<file path="src/rtl/cache_backing_mem_pkg.sv">
// Shared definitions for the cache backing-store stage: default geometry,
// FSM state encoding and a small width helper.
package cache_backing_mem_pkg;

  localparam int CBM_ADDR_W     = 4;
  localparam int CBM_DATA_W     = 8;
  localparam int CBM_LINE_WORDS = 2;
  localparam int CBM_LATENCY    = 3;

  typedef enum logic [2:0] {
    ST_IDLE,
    ST_WAIT,
    ST_RD,
    ST_WR,
    ST_DONE
  } cbm_state_e;

  // Width of a counter indexing n items; never narrower than one bit.
  function automatic int idx_w(input int n);
    return (n > 1) ? $clog2(n) : 1;
  endfunction

endpackage

</file>
<file path="src/rtl/cache_backing_mem_array.sv">
// Line storage: 2**ADDR_W lines of LINE_WORDS words. One synchronous write
// port, one combinational read port, synchronous active-low clear.
module cache_backing_mem_array
  import cache_backing_mem_pkg::*;
#(
  parameter int ADDR_W     = CBM_ADDR_W,
  parameter int DATA_W     = CBM_DATA_W,
  parameter int LINE_WORDS = CBM_LINE_WORDS,
  parameter int BEAT_W     = idx_w(LINE_WORDS)
) (
  input  logic              clk,
  input  logic              rst_n,
  input  logic              we_i,
  input  logic [ADDR_W-1:0] wr_line_i,
  input  logic [BEAT_W-1:0] wr_beat_i,
  input  logic [DATA_W-1:0] wr_data_i,
  input  logic [ADDR_W-1:0] rd_line_i,
  input  logic [BEAT_W-1:0] rd_beat_i,
  output logic [DATA_W-1:0] rd_data_o
);

  localparam int DEPTH = (2 ** ADDR_W) * LINE_WORDS;

  logic [DATA_W-1:0] mem_q [DEPTH];

  // Clear the whole array on reset, otherwise commit one word per write.
  // NOTE: this storage is cleared by reset on purpose (the cache relies on
  // zeroed lines after reset); that forces flops rather than an SRAM macro.
  always_ff @(posedge clk) begin
    if (!rst_n) begin
      for (int i = 0; i < DEPTH; i++) mem_q[i] <= '0;
    end else if (we_i) begin
      mem_q[{wr_line_i, wr_beat_i}] <= wr_data_i;
    end
  end

  // Line/beat concatenation is a valid index because LINE_WORDS is a power of 2.
  assign rd_data_o = mem_q[{rd_line_i, rd_beat_i}];

endmodule

</file>
<file path="src/rtl/cache_backing_mem.sv">
// Backing-store stage below the cache controller: accepts one line request,
// waits LATENCY cycles, then streams a refill or absorbs a writeback burst.
module cache_backing_mem
  import cache_backing_mem_pkg::*;
#(
  parameter int ADDR_W     = CBM_ADDR_W,
  parameter int DATA_W     = CBM_DATA_W,
  parameter int LINE_WORDS = CBM_LINE_WORDS,
  parameter int LATENCY    = CBM_LATENCY
) (
  input  logic              clk,
  input  logic              rst_n,
  input  logic              req_valid,
  output logic              req_ready,
  input  logic              req_write,
  input  logic [ADDR_W-1:0] req_addr,
  output logic              rsp_valid,
  input  logic              rsp_ready,
  output logic [DATA_W-1:0] rsp_data,
  output logic              rsp_last,
  input  logic              wr_valid,
  output logic              wr_ready,
  input  logic [DATA_W-1:0] wr_data,
  output logic              done,
  output logic              busy
);

  localparam int BEAT_W = idx_w(LINE_WORDS);
  localparam int CNT_W  = idx_w(LATENCY);
  localparam logic [BEAT_W-1:0] LAST_BEAT = BEAT_W'(LINE_WORDS - 1);

  cbm_state_e        state_q;
  logic [CNT_W-1:0]  cnt_q;
  logic [BEAT_W-1:0] beat_q;
  logic [ADDR_W-1:0] addr_q;
  logic              write_q;
  logic              req_ready_q;
  logic              rsp_valid_q;
  logic [DATA_W-1:0] rsp_data_q;
  logic              rsp_last_q;
  logic              wr_ready_q;
  logic              done_q;
  logic              busy_q;

  logic              mem_we;
  logic [BEAT_W-1:0] rd_beat;
  logic [DATA_W-1:0] rd_data;

  // A read beat is fetched for the current beat when first presenting data,
  // and for the following beat when the current one is being accepted.
  assign rd_beat = (rsp_valid_q && rsp_ready) ? beat_q + BEAT_W'(1) : beat_q;
  assign mem_we  = (state_q == ST_WR) && wr_ready_q && wr_valid;

  cache_backing_mem_array #(
    .ADDR_W     (ADDR_W),
    .DATA_W     (DATA_W),
    .LINE_WORDS (LINE_WORDS),
    .BEAT_W     (BEAT_W)
  ) u_array (
    .clk       (clk),
    .rst_n     (rst_n),
    .we_i      (mem_we),
    .wr_line_i (addr_q),
    .wr_beat_i (beat_q),
    .wr_data_i (wr_data),
    .rd_line_i (addr_q),
    .rd_beat_i (rd_beat),
    .rd_data_o (rd_data)
  );

  // Request FSM with latency counter, beat counter and registered outputs.
  // RD/WR spend their first cycle raising the registered handshake output, so
  // the first beat can move LATENCY+1 edges after the request was accepted.
  // NOTE: every register here uses <= so all of them see pre-edge values.
  always_ff @(posedge clk) begin
    if (!rst_n) begin
      state_q     <= ST_IDLE;
      cnt_q       <= '0;
      beat_q      <= '0;
      addr_q      <= '0;
      write_q     <= 1'b0;
      req_ready_q <= 1'b1;
      rsp_valid_q <= 1'b0;
      rsp_data_q  <= '0;
      rsp_last_q  <= 1'b0;
      wr_ready_q  <= 1'b0;
      done_q      <= 1'b0;
      busy_q      <= 1'b0;
    end else begin
      case (state_q)
        ST_IDLE: begin
          if (req_valid && req_ready_q) begin
            state_q     <= ST_WAIT;
            addr_q      <= req_addr;
            write_q     <= req_write;
            cnt_q       <= CNT_W'(LATENCY - 1);
            beat_q      <= '0;
            req_ready_q <= 1'b0;
            busy_q      <= 1'b1;
          end
        end
        ST_WAIT: begin
          if (cnt_q == '0) state_q <= write_q ? ST_WR : ST_RD;
          else             cnt_q   <= cnt_q - CNT_W'(1);
        end
        ST_RD: begin
          if (!rsp_valid_q) begin
            rsp_valid_q <= 1'b1;
            rsp_data_q  <= rd_data;
            rsp_last_q  <= (rd_beat == LAST_BEAT);
          end else if (rsp_ready) begin
            beat_q <= beat_q + BEAT_W'(1);
            if (rsp_last_q) begin
              state_q     <= ST_IDLE;
              rsp_valid_q <= 1'b0;
              rsp_last_q  <= 1'b0;
              req_ready_q <= 1'b1;
              busy_q      <= 1'b0;
            end else begin
              rsp_data_q <= rd_data;
              rsp_last_q <= (rd_beat == LAST_BEAT);
            end
          end
        end
        ST_WR: begin
          if (!wr_ready_q) begin
            wr_ready_q <= 1'b1;
          end else if (wr_valid) begin
            beat_q <= beat_q + BEAT_W'(1);
            if (beat_q == LAST_BEAT) begin
              state_q    <= ST_DONE;
              wr_ready_q <= 1'b0;
              done_q     <= 1'b1;
            end
          end
        end
        ST_DONE: begin
          state_q     <= ST_IDLE;
          done_q      <= 1'b0;
          req_ready_q <= 1'b1;
          busy_q      <= 1'b0;
        end
        default: begin
          state_q     <= ST_IDLE;
          req_ready_q <= 1'b1;
          busy_q      <= 1'b0;
        end
      endcase
    end
  end

  assign req_ready = req_ready_q;
  assign rsp_valid = rsp_valid_q;
  assign rsp_data  = rsp_data_q;
  assign rsp_last  = rsp_last_q;
  assign wr_ready  = wr_ready_q;
  assign done      = done_q;
  assign busy      = busy_q;

endmodule

</file>
<file path="config.mk">
export PLATFORM = sky130hd
export DESIGN_NAME = cache_backing_mem
export DESIGN_NICKNAME = d
export VERILOG_FILES = /design/src/rtl/cache_backing_mem_pkg.sv /design/src/rtl/cache_backing_mem_array.sv /design/src/rtl/cache_backing_mem.sv
export SDC_FILE = /design/constraint.sdc
export NUM_CORES = 1
export LEC_CHECK = 0
export BUFFER_PORTS_ARGS = -buffer_cell sky130_fd_sc_hd__clkbuf_2
export CORE_AREA = 2 2 174 176
export CTS_CLUSTER_DIAMETER = 200
export DETAILED_ROUTE_END_ITERATION = 12
export DIE_AREA = 0 0 176 178
export PLACE_DENSITY = 0.58
export RECOVER_POWER = 25
export SETUP_SLACK_MARGIN = 0.3
export SYNTH_ARGS = -nofsm -noshare
export SYNTH_HDL_FRONTEND = slang
export SYNTH_SLANG_ARGS = --single-unit
export TNS_END_PERCENT = 100
</file>
<file path="constraint.sdc">
create_clock -name clk -period 5.1 [get_ports clk]
set_input_delay 0.51 -clock clk [delete_from_list [all_inputs] [get_ports clk]]
set_output_delay 0.51 -clock clk [all_outputs]
set_load 0.02 [all_outputs]
</file>
==> run_results.csv, run 1 <==
group,metric,value,unit
outcome,outcome,"finished, violations left",
outcome,violations,"capacitance limit, slew limit",
floorplanning,fp.dieW,176,um
setup_path,path_buf_inv,0,
cts,root_buffer,"clkbuf_16",
setup_path,crit_required,5270,ps
synthesis,yosysMostFrequentCell,"and2_1",
setup_path,worstPathCellList,"and4b_1 > and3_1 > nand2_1 > or2_0 > o21ai_0",
route,via_per_inst,5.64,
route,firstDrtPassIters,8,
synthesis,yosysWarnings,0,
cts,hold_buffers,0,
setup_path,cpMaxStageDelayCell,"o21ai_0",
sta,maxSlewViolCount,11,
route,dr.first_iter.drc_count,1035,
cts,cts_tree,"built",
synthesis,synth_common_cells,"and2_1, edfxtp_1, nand2_1, clkbuf_1, nand3_1",
setup_path,r2r-start,"state_q[0]$_SDFFE_PN0P_",
cts,htreeDepth,1,
cts,cts_setup_buffers,0,
route,wl_per_cell,23.4,um
worst_hold_path,hp-start,"req_addr[3]",
synthesis,syn_inst,1089,
cells_and_area,fin_util,49.1,%
sta,finalClockSkew,11.5,ps
global_routing,grt-ovfl-total,0,
route,vias,8468,
power_and_ir_drop,vdd_drop_max,0.000250,V
sta,rsz0062_at_grt,"no",
sta,hold_viol,0,
placed_design,port_buffers,31,
synthesis,synth_largest_area_cell,"edfxtp_1",
power_and_ir_drop,total_leakage_power,5.21,nW
power_and_ir_drop,power.total,5.65,mW
power_and_ir_drop,p_per_area,391,nW/um^2
synthesis,yosysSeqAreaShare,62.9,%
sta,relSlewSlack,-1.70,%
floorplanning,initial_core_util,44.3,%
global_routing,grt.total_usage,22.8,%
flow_run,drv_cap,1,
cts,cts.clk_slew.worst_paths,60,ps
floorplanning,io-pin-count,32,
global_routing,antenna_found_initial,0,
global_routing,grt_max_degree,61,
cells_and_area,syn_to_final_growth,10.8,%
setup_path,arrival,3440,ps
placed_design,hpwlAfterDp,22600,um
synthesis,synth_top_area_share,59.0,%
global_routing,grt_pass1_vias,8378,
setup_path,cp-end-kind,"flop",
synthesis,synth_area_leaders,"edfxtp_1, and2_1, dfxtp_1",
floorplanning,fp.dieArea,31300,um^2
sta,max_freq,0.306,GHz
sta,finalCriticalPeriod,3270,ps
synthesis,synth_edf_count,256,
worst_hold_path,holdPathEnd,"addr_q[3]$_SDFFE_PN0P_",
floorplanning,die_y,178,um
cts,clkSinkCount,281,
cells_and_area,diodes,0,
setup_path,cpPeakStageDelay,1060,ps
synthesis,syn_nets,1108,
setup_path,path_max_fanout,15,
setup_path,startpoint_type,"flop",
sta,totalNegativeSetupSlack,0,ps
placed_design,place_inst,1445,
cells_and_area,fillers,2613,
cts,clk_latency,560,ps
route,ant_nets,0,
synthesis,async_reset_ff_share,0,%
cts,ctsResizeCount,0,
cts,numCtsBuffers,30,
sta,fin_crit_sh,64.1,%
setup_path,critPathKind,"flop to flop",
sta,setup_violations,0,
route,drc,0,
setup_path,reg2reg_slack,1830,ps
cts,clock_path_buffers,3,
placed_design,gp_congestion,0.884,
floorplanning,fp.coreArea,29400,um^2
setup_path,reg2reg_depth,5,
cells_and_area,drive_above_1_share,9.27,%
setup_path,cp_top_family,"simple AND/OR/NAND/NOR gates",
synthesis,synth.avg_cell_area,12.0,um^2
cells_and_area,nets,1106,
worst_hold_path,min_path_type,"primary input to flop",
synthesis,synth-seq-cells,281,
global_routing,grt_pass1_wl,52500,um
route,routed_wl,35100,um
worst_hold_path,hold_depth,3,
synthesis,synth_flop_cell,"edfxtp_1",
cells_and_area,final_cells,1501,
setup_path,worstReg2RegEnd,"u_array.mem_q[21][6]$_SDFFCE_PN0P_",
synthesis,syn_area,13000,um^2
synthesis,yosysUniqueCellTypes,51,
floorplanning,row_count,63,
sta,worst_pin_slew,1510,ps
[through the flow]
step	setup WS [ps]	area, um^2	hold slack (ps)
5_1_grt	1550	14400	234
3_3_place_gp	1960	13400	496
6_report	1830	14400	207
4_1_cts	1990	14500	208
3_5_place_dp	1980	13400	502
2_1_floorplan	2510	13000	485
[report_power, final]
part / switching (mW) / internal [mW] / total (mW) / leakage, nW
Clock: 0.907 / 1.33 / 2.24 / 0.497
Sequential: 0.0895 / 2.62 / 2.70 / 2.85
Combinational: 0.492 / 0.215 / 0.708 / 1.87
[layer usage]
layer	global-route usage [%]	wire (um)
met5	0	0
met4	7.13	1050
met3	3.88	2900
met2	36.7	16100
met1	31.9	15000
[layout make-up]
cell class / count / area [um^2] / area share [%]
timing repair buffer: 45 / 239 / 1.66
clock inverter: 21 / 200 / 1.39
tap: 390 / 488 / 3.38
multi-input combinational: 723 / 4480 / 31.1
inverter: 6 / 22.5 / 0.156
clock buffer: 35 / 811 / 5.62
sequential: 281 / 8190 / 56.7
[cells in the final DEF, fill, tap and decap left out, drive strengths merged, types with 2 or more instances in the layout]
master / synthesis / routed
and2: 260 / 260
edfxtp: 256 / 256
nand2: 116 / 116
clkbuf: 66 / 67
nand3: 58 / 58
o21ai: 45 / 45
nor2: 43 / 43
a21oi: 38 / 38
dfxtp: 25 / 25
mux4: 17 / 17
a222oi: 16 / 16
clkinv: 0 / 16
mux2i: 15 / 15
nor3: 15 / 15
nor4: 13 / 13
buf: 13 / 13
nor2b: 12 / 12
nand2b: 11 / 11
a22o: 8 / 8
mux2: 8 / 8
a41oi: 7 / 7
inv: 6 / 6
bufinv: 0 / 4
a21boi: 4 / 4
a211oi: 3 / 3
o211a: 3 / 3
a221oi: 3 / 3
a32o: 3 / 3
or3: 2 / 2
o22ai: 2 / 2
and3b: 2 / 2
nor3b: 2 / 2
and4b: 2 / 2
nand3b: 2 / 2
or2: 2 / 2
[worst max-delay path by stage]
stage	from	endpoint	slack, ps	cells after the start
2_1_floorplan	wr_valid	u_array.mem_q[29][0]$_SDFFCE_PN0P_	2510	7
3_3_place_gp	wr_valid	u_array.mem_q[18][0]$_SDFFCE_PN0P_	1960	6
3_5_place_dp	wr_valid	u_array.mem_q[18][2]$_SDFFCE_PN0P_	1980	6
4_1_cts	state_q[0]$_SDFFE_PN0P_	u_array.mem_q[18][4]$_SDFFCE_PN0P_	1990	5
5_1_grt	state_q[0]$_SDFFE_PN0P_	u_array.mem_q[21][6]$_SDFFCE_PN0P_	1550	5
6_report	state_q[0]$_SDFFE_PN0P_	u_array.mem_q[21][6]$_SDFFCE_PN0P_	1830	5
[tightest hold or removal path, delay by kind of cell]
kind	cells	cell delay, ps
AND/OR/NAND/NOR	1	100
buffers and inverters	1	70
multiplexers	1	50
[registers in the layout, indices dropped and copies added, names as in the netlist]
register,count
addr_q,4
beat_q,1
busy,1
cnt_q,2
done,1
req_ready,1
rsp_data,8
rsp_last,1
rsp_valid,1
state_q,3
u_array.mem_q,256
wr_ready,1
write_q,1
[cells by family (layout without fill, tap and decap cells)]
group	Yosys count	count (layout)	share of synthesized area (%)
adders and majority gates	1	1	0.0961
muxes	40	40	4.78
and+or+nand+nor	542	542	22.5
AOI/OAI and AO/OA	140	140	7.10
DFF	281	281	62.9
buffers and inverters	85	107	2.70
Note: power is estimated with default switching activity, not from simulation.
==> run 2, diff against run 1 <==
ABC_AREA = 1   (was not set)
CORE_AREA = 2 2 178 180   (was 2 2 174 176)
DIE_AREA = 0 0 180 182   (was 0 0 176 178)
PLACE_DENSITY = 0.6   (was 0.58)
clock period = 2.8 ns   (was 5.1 ns; I/O delays follow)
==> run 2 against run 1 <==
Effect of this change: the run now ends clean; clock skew rose by 3.6 ps; sequential power rose by 83%; via count rose by 24%; setup slack got worse by 1500 ps; power is 110% higher; first-iteration DRC count rose by 2.8%; wire length is 6.2% higher; critical path type unchanged; largest power group unchanged; highest routed layer unchanged.
==> run_results.csv, run 2 <==
group,metric,value,unit
outcome,outcome,"complete, no violations",
cells_and_area,final_cells,1999,
route,vias,10500,
floorplanning,die_y,182,um
cts,root_buffer,"clkbuf_16",
floorplanning,io-pin-count,32,
global_routing,grt.total_usage,22.6,%
synthesis,synth_edf_count,256,
sta,finalCriticalPeriod,2470,ps
power_and_ir_drop,p_per_area,778,nW/um^2
sta,setup_violations,0,
floorplanning,initial_core_util,44.1,%
synthesis,synth-simple-area-share,30.6,%
cts,clock_path_buffers,3,
cells_and_area,diodes,0,
global_routing,grt-ovfl-total,0,
setup_path,reg2reg_slack,330,ps
route,wl_per_cell,18.6,um
sta,fin_crit_sh,88.1,%
placed_design,hpwlAfterDp,22900,um
cells_and_area,largest-register,"u_array.mem_q",
synthesis,syn_inst,1559,
cts,cts_setup_buffers,0,
cells_and_area,drive_above_1_share,8.20,%
setup_path,arrival,2690,ps
cts,clk_latency,560,ps
setup_path,worstReg2RegEnd,"u_array.mem_q[24][5]$_SDFFCE_PN0P_",
synthesis,synth_common_cells,"nand2_1, nor2_1, edfxtp_1, inv_1, nand3_1",
cts,cts_tree,"built",
worst_hold_path,hp-start,"req_addr[2]",
synthesis,synth_fa_ha_area_share,0.0915,%
cts,clkSinkCount,281,
synthesis,synth_flop_cell,"edfxtp_1",
setup_path,reg2reg_depth,9,
floorplanning,fp.dieArea,32800,um^2
placed_design,port_buffers,31,
cells_and_area,final_common_cell,"nand2_1",
setup_path,r2r-start,"state_q[1]$_SDFFE_PN0P_",
route,ant_nets,0,
sta,finalHoldWorstSlack,68.7,ps
synthesis,synth_area_leaders,"edfxtp_1, nand2_1, nor2_1",
power_and_ir_drop,power.total,11.9,mW
synthesis,synth.avg_cell_area,8.77,um^2
synthesis,synth-seq-cells,281,
sta,worst_slack,333,ps
synthesis,syn_nets,1578,
floorplanning,row_count,65,
synthesis,yosysWarnings,0,
placed_design,place_ws,501,ps
global_routing,grt_max_degree,83,
synthesis,yosysUniqueCellTypes,29,
setup_path,crit_required,3020,ps
worst_hold_path,min_path_type,"primary input to flop",
setup_path,path_max_fanout,9,
floorplanning,fp.coreArea,31000,um^2
cts,htreeDepth,1,
synthesis,syn_area,13700,um^2
synthesis,synth_top_family_by_area,"simple AND/OR/NAND/NOR gates",
synthesis,async_reset_ff_share,0,%
global_routing,antenna_found_initial,0,
global_routing,grt_pass1_wl,57900,um
setup_path,startpoint_type,"flop",
sta,rsz0062_at_grt,"no",
sta,finalClockSkew,15.1,ps
route,dr.first_iter.drc_count,1064,
sta,max_freq,0.405,GHz
sta,totalNegativeSetupSlack,0,ps
sta,relSlewSlack,55.5,%
cells_and_area,final_cell_mix,"nand2_1, nor2_1, edfxtp_1, inv_1, nand3_1",
sta,maxSlewViolCount,0,
route,drc,0,
power_and_ir_drop,vdd_drop_max,0.000488,V
synthesis,synth_top_area_share,56.2,%
synthesis,muxShareOfSynthArea,0,%
route,via_per_inst,5.27,
worst_hold_path,hold_depth,3,
setup_path,cp-end-kind,"flop",
route,firstDrtPassIters,5,
synthesis,synth_compound_area_share,1.30,%
floorplanning,fp.dieW,180,um
sta,hold_viol,0,
sta,worst_pin_slew,668,ps
cells_and_area,largest_reg_flops,256,
worst_hold_path,holdPathEnd,"addr_q[2]$_SDFFE_PN0P_",
route,routed_wl,37300,um
placed_design,gp_congestion,0.882,
flow_run,drv_cap,0,
setup_path,critPathKind,"flop to flop",
cts,cts.clk_slew.worst_paths,60,ps
placed_design,place_inst,1941,
synthesis,yosysMostFrequentCell,"nand2_1",
synthesis,yosysSeqAreaShare,59.9,%
power_and_ir_drop,total_leakage_power,6.77,nW
cells_and_area,nets,1593,
global_routing,grt_pass1_vias,9986,
cells_and_area,syn_to_final_growth,11.7,%
cts,numCtsBuffers,31,
synthesis,synth_largest_area_cell,"edfxtp_1",
synthesis,synth_xor_area_share,0,%
-- run 2: what timing repair did --
item,CTS,global route
hold buffers,2,0
endpoints found under the setup margin,0,15
hold endpoints to repair,2,0
gates resized for setup,0,2
-- run 2: layout make-up --
type                       instances  area (um^2)
clock buffer                      37          818
clock inverter                    19          196
fill                            2978        15700
inverter                         197          739
multi-input combinational        991         4350
sequential                       281         8190
tap                              402          503
timing repair buffer              72          479
-- run 2: where the power goes --
| group | switching [mW] | internal, mW |
|---|---|---|
| clock | 1.69 | 2.43 |
| sequential | 0.165 | 4.77 |
| combinational | 2.00 | 0.826 |
-- run 2: worst max path at each step --
stage | startpoint | end | slack (ps)
final | state_q[1]$_SDFFE_PN0P_ | u_array.mem_q[24][5]$_SDFFCE_PN0P_ | 330
after global routing | state_q[1]$_SDFFE_PN0P_ | u_array.mem_q[24][3]$_SDFFCE_PN0P_ | 160
after CTS | beat_q$_SDFFE_PN0P_ | rsp_data[7]$_SDFFE_PN0P_ | 470
after detailed placement | state_q[1]$_SDFFE_PN0P_ | u_array.mem_q[23][4]$_SDFFCE_PN0P_ | 500
after global placement | beat_q$_SDFFE_PN0P_ | rsp_data[7]$_SDFFE_PN0P_ | 490
after floorplan | state_q[1]$_SDFFE_PN0P_ | u_array.mem_q[1][0]$_SDFFCE_PN0P_ | 810
-- run 2: worst max-delay path: stages (launching register included) --
cell,delay (ps)
dfxtp_1,420
inv_2,40
nor2_1,180
nand2_2,90
nor2_1,160
nand2_1,160
nor3_4,140
buf_4,270
nand2_1,270
nand2_1,380
-- run 2: kinds of logic (layout without fill, tap and decap cells) --
| logic type | Yosys count | in the layout |
|---|---|---|
| AO/OA/AOI/OAI | 33 | 33 |
| adder cells (fa/ha/maj) | 1 | 1 |
| flip-flops | 281 | 281 |
| buffers and inverters | 287 | 325 |
| AND/OR/NAND/NOR | 957 | 957 |
-- run 2: layer usage --
metal  wire (um)  vias to the layer above  GRT usage, %
li1            -                     5014             -
met1       16900                     5036          33.0
met2       16800                      405          35.5
met3        2620                       80          3.07
met4         972                        0          6.21
met5           0                        -             0
-- run 2: stage by stage --
step | area, um^2 | utilization [%]
2_1_floorplan | 13700 | -
3_3_place_gp | 14300 | 46.1
3_5_place_dp | 14300 | 46.1
4_1_cts | 15300 | 49.5
5_1_grt | 15300 | 49.3
6_report | 15300 | 49.3
==> run 3, diff against run 2 <==
MAX_ROUTING_LAYER = met4   (was not set)
==> run 3 against run 2 <==
Effect of this change: register-to-register slack better by 20 ps; combinational power about the same; wire length shrank 0.38%; sequential share of layout area unchanged; maximum frequency is 0.86% higher; setup slack better by 21 ps; clock skew rose by 1.8 ps; hold slack improved by 9.1 ps; clock power about the same; power about the same; clock-buffer cell count unchanged; critical endpoint unchanged; largest cell class unchanged; largest power group unchanged.
==> run_results.csv, run 3 (synthesized netlist as in run 2, its figures left out) <==
group,metric,value,unit
cts,numCtsBuffers,31,
route,via_per_inst,5.26,
sta,rsz0062_at_grt,"no",
cells_and_area,diodes,0,
setup_path,path_max_fanout,9,
placed_design,hpwlAfterDp,22900,um
sta,finalCriticalPeriod,2450,ps
cells_and_area,largest_reg_flops,256,
power_and_ir_drop,p_int,8.03,mW
placed_design,port_buffers,31,
sta,relSlewSlack,55.1,%
route,dr.first_iter.drc_count,1038,
power_and_ir_drop,p_per_area,778,nW/um^2
route,drc,0,
floorplanning,row_count,65,
route,vias,10500,
sta,max_freq,0.409,GHz
global_routing,antenna_found_initial,0,
route,wl_per_cell,18.6,um
setup_path,critPathKind,"flop to flop",
floorplanning,io-pin-count,32,
sta,fin_crit_sh,87.4,%
placed_design,gp_congestion,0.897,
placed_design,place_ws,501,ps
floorplanning,fp.dieArea,32800,um^2
cts,clock_path_buffers,3,
route,routed_wl,37100,um
cells_and_area,final_cell_mix,"nand2_1, nor2_1, edfxtp_1, inv_1, nand3_1",
setup_path,arrival,2670,ps
power_and_ir_drop,vdd_drop_max,0.000488,V
cells_and_area,drive_above_1_share,8.20,%
outcome,outcome,"complete, no violations",
cells_and_area,final_common_cell,"nand2_1",
floorplanning,fp.coreArea,31000,um^2
cts,cts_tree,"built",
sta,worst_slack,354,ps
power_and_ir_drop,total_leakage_power,6.77,nW
sta,hold_viol,0,
cts,root_buffer,"clkbuf_16",
global_routing,grt.total_usage,23.3,%
floorplanning,fp.dieW,180,um
sta,finalClockSkew,16.9,ps
worst_hold_path,min_path_type,"primary input to flop",
global_routing,grt-ovfl-total,0,
setup_path,startpoint_type,"flop",
route,firstDrtPassIters,6,
cells_and_area,nets,1593,
power_and_ir_drop,comb_power_share,23.8,%
floorplanning,initial_core_util,44.1,%
sta,setup_violations,0,
cts,htreeDepth,1,
cells_and_area,syn_to_final_growth,11.7,%
route,ant_nets,0,
floorplanning,die_y,182,um
power_and_ir_drop,p_sw_share,32.4,%
cts,cts.clk_slew.worst_paths,60,ps
power_and_ir_drop,seq_power_share,41.6,%
flow_run,drv_cap,0,
setup_path,cp-end-kind,"flop",
global_routing,grt_max_degree,83,
sta,maxSlewViolCount,0,
sta,worst_pin_slew,673,ps
global_routing,grt_pass1_vias,10000,
power_and_ir_drop,p_switching,3.84,mW
power_and_ir_drop,clockPowerShare,34.7,%
setup_path,crit_required,3030,ps
cts,clkSinkCount,281,
global_routing,grt_pass1_wl,57900,um
cells_and_area,largest-register,"u_array.mem_q",
sta,totalNegativeSetupSlack,0,ps
cts,clk_latency,560,ps
run 3: repair_timing:
item                                    in CTS  in global routing
endpoints found under the setup margin       0                 15
hold buffers                                 2                  0
gates resized for setup                      0                  2
buffers inserted                             0                  0
hold endpoints to repair                     2                  0
run 3: path summary, 6_finish.rpt:
path	start	to	slack (ps)	depth (start not counted)
hold reg to reg	busy$_SDFFE_PN0P_	busy$_SDFFE_PN0P_	460	2
hold / removal	req_addr[2]	addr_q[2]$_SDFFE_PN0P_	80	3
setup / recovery	state_q[1]$_SDFFE_PN0P_	u_array.mem_q[24][5]$_SDFFCE_PN0P_	350	9
setup reg to reg	state_q[1]$_SDFFE_PN0P_	u_array.mem_q[24][5]$_SDFFCE_PN0P_	350	9
run 3: final cells by class:
class,count,area [um^2]
Sequential cell,281,8190
Tap cell,402,503
Fill cell,2978,15700
Clock inverter,19,196
Timing Repair Buffer,72,479
Clock buffer,37,818
Multi-Input combinational cell,991,4350
Inverter,197,739
run 3: power by group through the flow:
| stage | clock, mW | combinational, mW | sequential (mW) |
|---|---|---|---|
| 6_report | 4.12 | 2.82 | 4.94 |
| 3_5_place_dp | 0 | 2.80 | 5.02 |
| 2_1_floorplan | 0 | 1.90 | 5.00 |
| 3_3_place_gp | 0 | 2.79 | 5.02 |
| 4_1_cts | 4.16 | 2.82 | 4.93 |
| 5_1_grt | 4.33 | 3.15 | 4.96 |
run 3: critical path: stages, from the launching register on:
cell and delay [ps]:
dfxtp_1 420, inv_2 40, nor2_1 180, nand2_2 90, nor2_1 160, nand2_1 170, nor3_4 140, buf_4 260
nand2_1 260, nand2_1 370
run 3: per-layer routing:
metal,wire length (um),global-route usage [%]
met4,943,6.11
met2,16800,35.7
met3,2770,2.99
met1,16600,32.9
met5,0,-
run 3: per-stage QoR:
step	total power [mW]	utilization, %	hold slack (ps)	cell area, um^2	instances
2_1_floorplan	6.90	-	423	13700	1559
3_3_place_gp	7.81	46.1	448	14300	1941
3_5_place_dp	7.82	46.1	453	14300	1941
4_1_cts	11.9	49.5	52.4	15300	1999
5_1_grt	12.4	49.3	81.0	15300	1999
6_report	11.9	49.3	77.8	15300	1999
